File: src/rtl/dram_write_packer_pkg.sv
// -----------------------------------------------------------------------------
// dram_write_packer_pkg
// Shared definitions for the ADC-to-DRAM write path (dram_write_packer and
// dram_varwidth): sample width, samples per RAM word, slot-select width and
// the write sequencer state encoding.
// -----------------------------------------------------------------------------
package dram_write_packer_pkg;

   localparam int WP_SAMPLE_W = 10;  // ADC sample width == RAM wr_data width
   localparam int WP_SLOTS    = 3;   // samples packed per 32-bit RAM word
   localparam int WP_WS_W     = 5;   // width of the RAM slot-select port

   typedef enum logic [1:0] {
      ST_IDLE    = 2'd0,
      ST_CAPTURE = 2'd1,
      ST_PAD     = 2'd2,
      ST_DONE    = 2'd3
   } wp_state_e;

endpackage

File: src/rtl/dram_write_packer_slot.sv
// -----------------------------------------------------------------------------
// dram_slot_counter
// Holds the (word address, slot) write position of the packer.
//   clk     in   clock
//   reset   in   synchronous active-high reset (position -> 0,0)
//   clear_i in   restart at address 0, slot 0
//   inc_i   in   advance one slot (wraps into the next word)
//   slot_o  out  current slot 0..SLOTS-1
//   addr_o  out  current word address
//   wrap_o  out  current slot is the last slot of a word
//   last_o  out  current position is the final slot of the final word
// -----------------------------------------------------------------------------
module dram_slot_counter
   import dram_write_packer_pkg::*;
#(
   parameter int SLOTS       = WP_SLOTS,
   parameter int ADDR_W      = 10,
   parameter int DEPTH_WORDS = 1024
) (
   input  logic              clk,
   input  logic              reset,
   input  logic              clear_i,
   input  logic              inc_i,
   output logic [WP_WS_W-1:0] slot_o,
   output logic [ADDR_W-1:0] addr_o,
   output logic              wrap_o,
   output logic              last_o
);

   logic [WP_WS_W-1:0] slot_q, slot_d;
   logic [ADDR_W-1:0]  addr_q, addr_d;

   assign wrap_o = (slot_q == WP_WS_W'(SLOTS - 1));
   assign last_o = wrap_o && (addr_q == ADDR_W'(DEPTH_WORDS - 1));
   assign slot_o = slot_q;
   assign addr_o = addr_q;

   always_comb begin
      slot_d = slot_q;
      addr_d = addr_q;
      if (clear_i) begin
         slot_d = '0;
         addr_d = '0;
      end else if (inc_i) begin
         if (wrap_o) begin
            slot_d = '0;
            // The capture is linear: the final word never wraps back to 0.
            if (!last_o) addr_d = addr_q + 1'b1;
         end else begin
            slot_d = slot_q + 1'b1;
         end
      end
   end

   always_ff @(posedge clk) begin
      if (reset) begin
         slot_q <= '0;
         addr_q <= '0;
      end else begin
         slot_q <= slot_d;
         addr_q <= addr_d;
      end
   end

endmodule

File: src/rtl/dram_write_packer.sv
// -----------------------------------------------------------------------------
// dram_write_packer
// Packs a stream of ADC samples SLOTS-per-word into dram_varwidth, capturing
// linearly from word 0 after arm_i. On stop (or sample limit) the last partial
// word is zero-padded so the reader only ever sees complete words.
//   wr_clk         in   sole clock (RAM write clock)
//   reset          in   synchronous active-high reset
//   arm_i          in   pulse: start capture at word 0, slot 0
//   stop_i         in   pulse: end capture (pad, then done)
//   max_samples_i  in   auto-stop after N accepted samples, 0 = until full
//   sample_i       in   ADC sample
//   sample_valid_i in   sample_i valid this cycle
//   wr_data        out  RAM write data
//   wr_addr        out  RAM word address
//   wr_ws          out  RAM slot select
//   wr_ce          out  RAM write enable, one cycle per slot write
//   words_o        out  number of completed words
//   busy_o         out  capturing or padding
//   done_o         out  capture finished
//   overflow_o     out  sticky: valid sample arrived after memory filled
// -----------------------------------------------------------------------------
module dram_write_packer
   import dram_write_packer_pkg::*;
#(
   parameter int SAMPLE_W    = WP_SAMPLE_W,
   parameter int SLOTS       = WP_SLOTS,
   parameter int ADDR_W      = 10,
   parameter int DEPTH_WORDS = 1024
) (
   input  logic                wr_clk,
   input  logic                reset,
   input  logic                arm_i,
   input  logic                stop_i,
   input  logic [ADDR_W+1:0]   max_samples_i,
   input  logic [SAMPLE_W-1:0] sample_i,
   input  logic                sample_valid_i,
   output logic [SAMPLE_W-1:0] wr_data,
   output logic [ADDR_W-1:0]   wr_addr,
   output logic [WP_WS_W-1:0]  wr_ws,
   output logic                wr_ce,
   output logic [ADDR_W:0]     words_o,
   output logic                busy_o,
   output logic                done_o,
   output logic                overflow_o
);

   wp_state_e           state_q, state_d;
   logic [SAMPLE_W-1:0] wr_data_q, wr_data_d;
   logic [ADDR_W-1:0]   wr_addr_q, wr_addr_d;
   logic [WP_WS_W-1:0]  wr_ws_q, wr_ws_d;
   logic                wr_ce_q, wr_ce_d;
   logic [ADDR_W:0]     words_q, words_d;
   logic                busy_q, busy_d;
   logic                done_q, done_d;
   logic                ovf_q, ovf_d;
   logic                full_q, full_d;
   logic [ADDR_W+1:0]   count_q, count_d;

   logic [ADDR_W+1:0]   count_inc;
   logic                limit_now, limit_next;

   logic                cnt_clear, cnt_inc;
   logic [WP_WS_W-1:0]  cnt_slot;
   logic [ADDR_W-1:0]   cnt_addr;
   logic                cnt_wrap, cnt_last;

   dram_slot_counter #(
      .SLOTS       (SLOTS),
      .ADDR_W      (ADDR_W),
      .DEPTH_WORDS (DEPTH_WORDS)
   ) u_slot (
      .clk     (wr_clk),
      .reset   (reset),
      .clear_i (cnt_clear),
      .inc_i   (cnt_inc),
      .slot_o  (cnt_slot),
      .addr_o  (cnt_addr),
      .wrap_o  (cnt_wrap),
      .last_o  (cnt_last)
   );

   // Limit is evaluated both on the current count (no sample this cycle)
   // and on the count including a sample accepted this cycle.
   assign count_inc  = count_q + 1'b1;
   assign limit_now  = (max_samples_i != '0) && (count_q >= max_samples_i);
   assign limit_next = (max_samples_i != '0) && (count_inc >= max_samples_i);

   always_comb begin
      state_d   = state_q;
      wr_data_d = wr_data_q;
      wr_addr_d = wr_addr_q;
      wr_ws_d   = wr_ws_q;
      wr_ce_d   = 1'b0;
      words_d   = words_q;
      ovf_d     = ovf_q;
      full_d    = full_q;
      count_d   = count_q;
      cnt_clear = 1'b0;
      cnt_inc   = 1'b0;

      unique case (state_q)
         ST_IDLE: begin
            if (arm_i) begin
               state_d   = ST_CAPTURE;
               cnt_clear = 1'b1;
               count_d   = '0;
               words_d   = '0;
               ovf_d     = 1'b0;
               full_d    = 1'b0;
            end
         end
         ST_CAPTURE: begin
            if (sample_valid_i) begin
               wr_ce_d   = 1'b1;
               wr_data_d = sample_i;
               wr_addr_d = cnt_addr;
               wr_ws_d   = cnt_slot;
               cnt_inc   = 1'b1;
               count_d   = count_inc;
               if (cnt_wrap) words_d = words_q + 1'b1;
               // The sample is taken first; a same-cycle stop then decides
               // whether the word it leaves behind needs padding.
               if (cnt_last) begin
                  state_d = ST_DONE;
                  full_d  = 1'b1;
               end else if (stop_i || limit_next) begin
                  state_d = cnt_wrap ? ST_DONE : ST_PAD;
               end
            end else if (stop_i || limit_now) begin
               state_d = (cnt_slot == '0) ? ST_DONE : ST_PAD;
            end
         end
         ST_PAD: begin
            wr_ce_d   = 1'b1;
            wr_data_d = '0;
            wr_addr_d = cnt_addr;
            wr_ws_d   = cnt_slot;
            cnt_inc   = 1'b1;
            if (cnt_wrap) begin
               words_d = words_q + 1'b1;
               state_d = ST_DONE;
            end
         end
         ST_DONE: begin
            if (arm_i) begin
               state_d   = ST_CAPTURE;
               cnt_clear = 1'b1;
               count_d   = '0;
               words_d   = '0;
               ovf_d     = 1'b0;
               full_d    = 1'b0;
            end else if (sample_valid_i && full_q) begin
               ovf_d = 1'b1;
            end
         end
         default: state_d = ST_IDLE;
      endcase

      busy_d = (state_d == ST_CAPTURE) || (state_d == ST_PAD);
      done_d = (state_d == ST_DONE);
   end

   always_ff @(posedge wr_clk) begin
      if (reset) begin
         state_q   <= ST_IDLE;
         wr_data_q <= '0;
         wr_addr_q <= '0;
         wr_ws_q   <= '0;
         wr_ce_q   <= 1'b0;
         words_q   <= '0;
         busy_q    <= 1'b0;
         done_q    <= 1'b0;
         ovf_q     <= 1'b0;
         full_q    <= 1'b0;
         count_q   <= '0;
      end else begin
         state_q   <= state_d;
         wr_data_q <= wr_data_d;
         wr_addr_q <= wr_addr_d;
         wr_ws_q   <= wr_ws_d;
         wr_ce_q   <= wr_ce_d;
         words_q   <= words_d;
         busy_q    <= busy_d;
         done_q    <= done_d;
         ovf_q     <= ovf_d;
         full_q    <= full_d;
         count_q   <= count_d;
      end
   end

   assign wr_data    = wr_data_q;
   assign wr_addr    = wr_addr_q;
   assign wr_ws      = wr_ws_q;
   assign wr_ce      = wr_ce_q;
   assign words_o    = words_q;
   assign busy_o     = busy_q;
   assign done_o     = done_q;
   assign overflow_o = ovf_q;

endmodule

File: config.mk
export PLATFORM = sky130hd
export DESIGN_NAME = dram_write_packer
export DESIGN_NICKNAME = d
export VERILOG_FILES = /design/src/rtl/dram_write_packer_pkg.sv /design/src/rtl/dram_write_packer_slot.sv /design/src/rtl/dram_write_packer.sv
export SDC_FILE = /design/constraint.sdc
export NUM_CORES = 1
export LEC_CHECK = 0
export CAP_MARGIN = 30
export CORE_MARGIN = 2
export CORE_UTILIZATION = 53
export CTS_CLUSTER_DIAMETER = 100
export DETAILED_ROUTE_END_ITERATION = 16
export PLACE_DENSITY = 0.91
export SYNTH_ARGS = -nofsm -noshare
export SYNTH_HDL_FRONTEND = slang
export SYNTH_HIERARCHICAL = 1
export SYNTH_SLANG_ARGS = --single-unit
File: constraint.sdc
create_clock -name wr_clk -period 4.5 [get_ports wr_clk]
set_clock_uncertainty 0.15 [all_clocks]
set_input_delay 0.9 -clock wr_clk [delete_from_list [all_inputs] [get_ports wr_clk]]
set_output_delay 0.9 -clock wr_clk [all_outputs]
set_load 0.05 [all_outputs]
==> run metrics <==
status finished clean; critical path's most frequent cell and3_1; CORE AREA 7210 sq um; WP data arrival 3.85 ns; PD cells 372 nW/um^2; Clk pwr share 30.7%; unrepaired setup endpoints after global routing false; CP required 4.54 ns; hold_buf cts 0; Sum Neg Setup Slack 0 ns; Syn Area/Cell 8.11 sq um; layout cell share with drive strength beyond 1 5.27%; WL final 9.79 mm; P_int 1160 uW; minimum clock period 3.81 ns; worst slew pin tran 0.960 ns; HPWL Detailed 7.04 mm; syn nets 544; Synth Instances 483; Sw Pwr 640 uW; fmax 262 MHz; yosys warns 6; Total Die Area 8090 sq um; sequential share of power 37.4%; die width 90.0 um; dpl cell area 4630 sq um; Synth area leader dfxtp_1; combinational share of power 31.9%; top-level I/O count 67; CP startpoint kind flop; area growth from synthesis to layout 23.6%; gpl congestion 0.968; DRT antenna net count 0; sequential share of the synthesized area 35.8%; largest net degree at the start of global routing 53; synth top area cells dfxtp_1, ha_1, a21oi_1, nor2_1, nand2_1; postcts setup bufs 0; area share of the largest cell type after synthesis 35.8%; kind of critical path reg2reg; Initial Util 54.3%; Antenna diodes 0; antenna violations before repair 0; Sw Ratio 35.6%; Final #Nets 606; Die Span Y 90.0 um; H-tree Lvls 3; total number of vias 3786; LEAKAGE 0.00194 uW; WL per Instance 15.1 um; number of cells on the worst hold path 2; first-pass GRT wire length 16.5 mm; Slew Viols, Final 0; worst relative slew slack 35.8%; first drt pass iteration count 5; slowest CP cell dfxtp_1; peak per-stage delay on the critical path 0.43 ns; final setup vio count 0; number of port buffers 66; Mapped Area 3920 sq um; Final Cycle Share 84.8%; worst reg2reg path depth 15; CTS tree built; detailed router's first-iteration violation count 254; Critical Path End Type flop; total CTS buffers 9; Post-synth top flop dfxtp_1; Seq cells post-synth 70; CTS max path bufs 2; number of enable flip-flop cells after synthesis 0; Residual DRC 0; max-cap violations 0; Clock Tree Root clkbuf_8; clk_lat worst skew 0.34 ns; Post-CTS Resized 0; number of global-route vias before repair 3698; via/cell ratio 5.83; critical path cell sequence ha_1, and3_1, and3_1, and3_1, and3_1, xor2_1, ha_1, nand4_1, nor4_1, a21oi_1, a21o_1, a211o_1, nand2_1, ha_1, nor2b_1; gr ovfl total 0; crit path max fanout 7; ys async rst share 0%; # rows 31; clk sinks 70; final hold vios 0; Clock Pin Slew Worst Setup and Hold Paths 0.07 ns; final instance area 4840 sq um; HP Class reg2reg; Synth cell types 53; VDD IR-drop max 0.261 mV; GR Util All Layers 24.1%
[power groups by stage]
stage               Clock [uW]  Sequential (uW)  Combinational (uW)
finish                     553              673                 574
global route               586              676                 624
CTS                        562              671                 569
detailed placement           0              685                 563
global placement             0              684                 541
floorplan                    0              734                 354
[sequential cells by signal (all words and copies together), names as in the netlist]
name,cells
count_q,12
words_o,11
u_slot/addr_o,10
wr_addr,10
wr_data,10
u_slot/slot_o,5
wr_ws,5
state_q,2
busy_o,1
done_o,1
full_q,1
overflow_o,1
wr_ce,1
[metrics by stage]
| step | util (%) | worst slack (ns) | instances | hold WS (ns) | total power, uW |
|---|---|---|---|---|---|
| 5_1_grt | 67.1 | 0.507 | 649 | 0.325 | 1890 |
| 3_5_place_dp | 64.1 | 0.738 | 633 | 0.296 | 1250 |
| 2_1_floorplan | - | 1.07 | 483 | 0.308 | 1090 |
| 4_1_cts | 67.1 | 0.722 | 649 | 0.313 | 1800 |
| 6_report | 67.1 | 0.685 | 649 | 0.309 | 1800 |
| 3_3_place_gp | 64.1 | 0.908 | 632 | 0.289 | 1220 |
[critical path: cells and delay by family (launching register included)]
family,cells,cell delay (ns)
XOR/XNOR,1,0.08
AO/OA/AOI/OAI,3,0.60
AND/OR/NAND/NOR,8,1.64
adder cells (fa/ha/maj),3,0.78
flip-flops,1,0.43
[Yosys cell counts, types with 2 or more instances]
library cell	count
ha_1	34
inv_1	26
dfxtp_1	70
a21oi_1	47
a221oi_1	3
mux2i_1	3
nor3_1	7
nand3_2	2
xnor2_1	7
or4_1	3
xor2_1	10
nor4_1	6
a211oi_1	3
o31ai_1	4
or3_1	10
buf_1	2
buf_6	2
a31oi_1	4
nor2_1	54
a21o_1	6
nor2b_1	5
buf_2	2
and2_1	3
nor3b_1	2
nand4_1	9
nand2_1	51
or2_2	3
o21ai_0	31
o21a_1	3
and3_1	11
nand3_1	10
nand2b_1	2
o211ai_1	2
clkbuf_1	11
a22oi_1	17
[final cells by class]
type                            count  area, sq um
Sequential cell                    70         1400
Tap cell                           99          124
Clock inverter                      4         70.1
Inverter                           27          106
Fill cell                         628         2370
Timing Repair Buffer               68          668
Clock buffer                       12          145
Multi-Input combinational cell    369         2330
[routing by layer]
layer	part of all wire, %	routed length, um	GRT usage (%)
met2	50	4860	42.3
met4	1.7	166	11.3
met1	43	4220	28.6
met3	5.5	535	4.44
met5	0	0	0
[layout by cell type (no fill, tap or decap), drive strengths merged, types with 2 or more instances in the layout]
master and instances:
clkdlybuf4s50 65, a221oi 3, a31oi 4, inv 26, dfxtp 70, nor4 7
o31ai 4, o21a 3, or2 3, nand2b 2, o21ai 31, a21o 6
a21oi 47, and2 4, nor3b 2, xnor2 7, nand4 9, o211ai 2
ha 34, clkbuf 12, a211oi 3, nor3 7, bufinv 2, a22oi 17
or3 10, buf 3, and3 11, or4 3, nor2 55, nand2 52
nand3 12, clkinv 3, mux2i 3, nor2b 5, xor2 10
[cell families after synthesis]
kind of cell    after synthesis  share of synthesized area, %
mux                           4                          1.05
flops                        70                          35.8
compound gates              126                          19.4
xor+xnor                     17                          3.80
buf+inv                      44                          4.79
simple gates                188                          24.3
fa+ha+maj                    34                          10.9
[path summary, 6_finish.rpt]
| check | slack [ns] | end | start |
|---|---|---|---|
| min reg2reg | 0.31 | wr_addr[6] | wr_addr[6] |
| max reg2reg | 0.69 | busy_o | count_q[0] |
| max | 0.69 | busy_o | count_q[0] |
| min | 0.31 | wr_addr[6] | wr_addr[6] |
No activity file was read; power rests on OpenSTA's default activity.
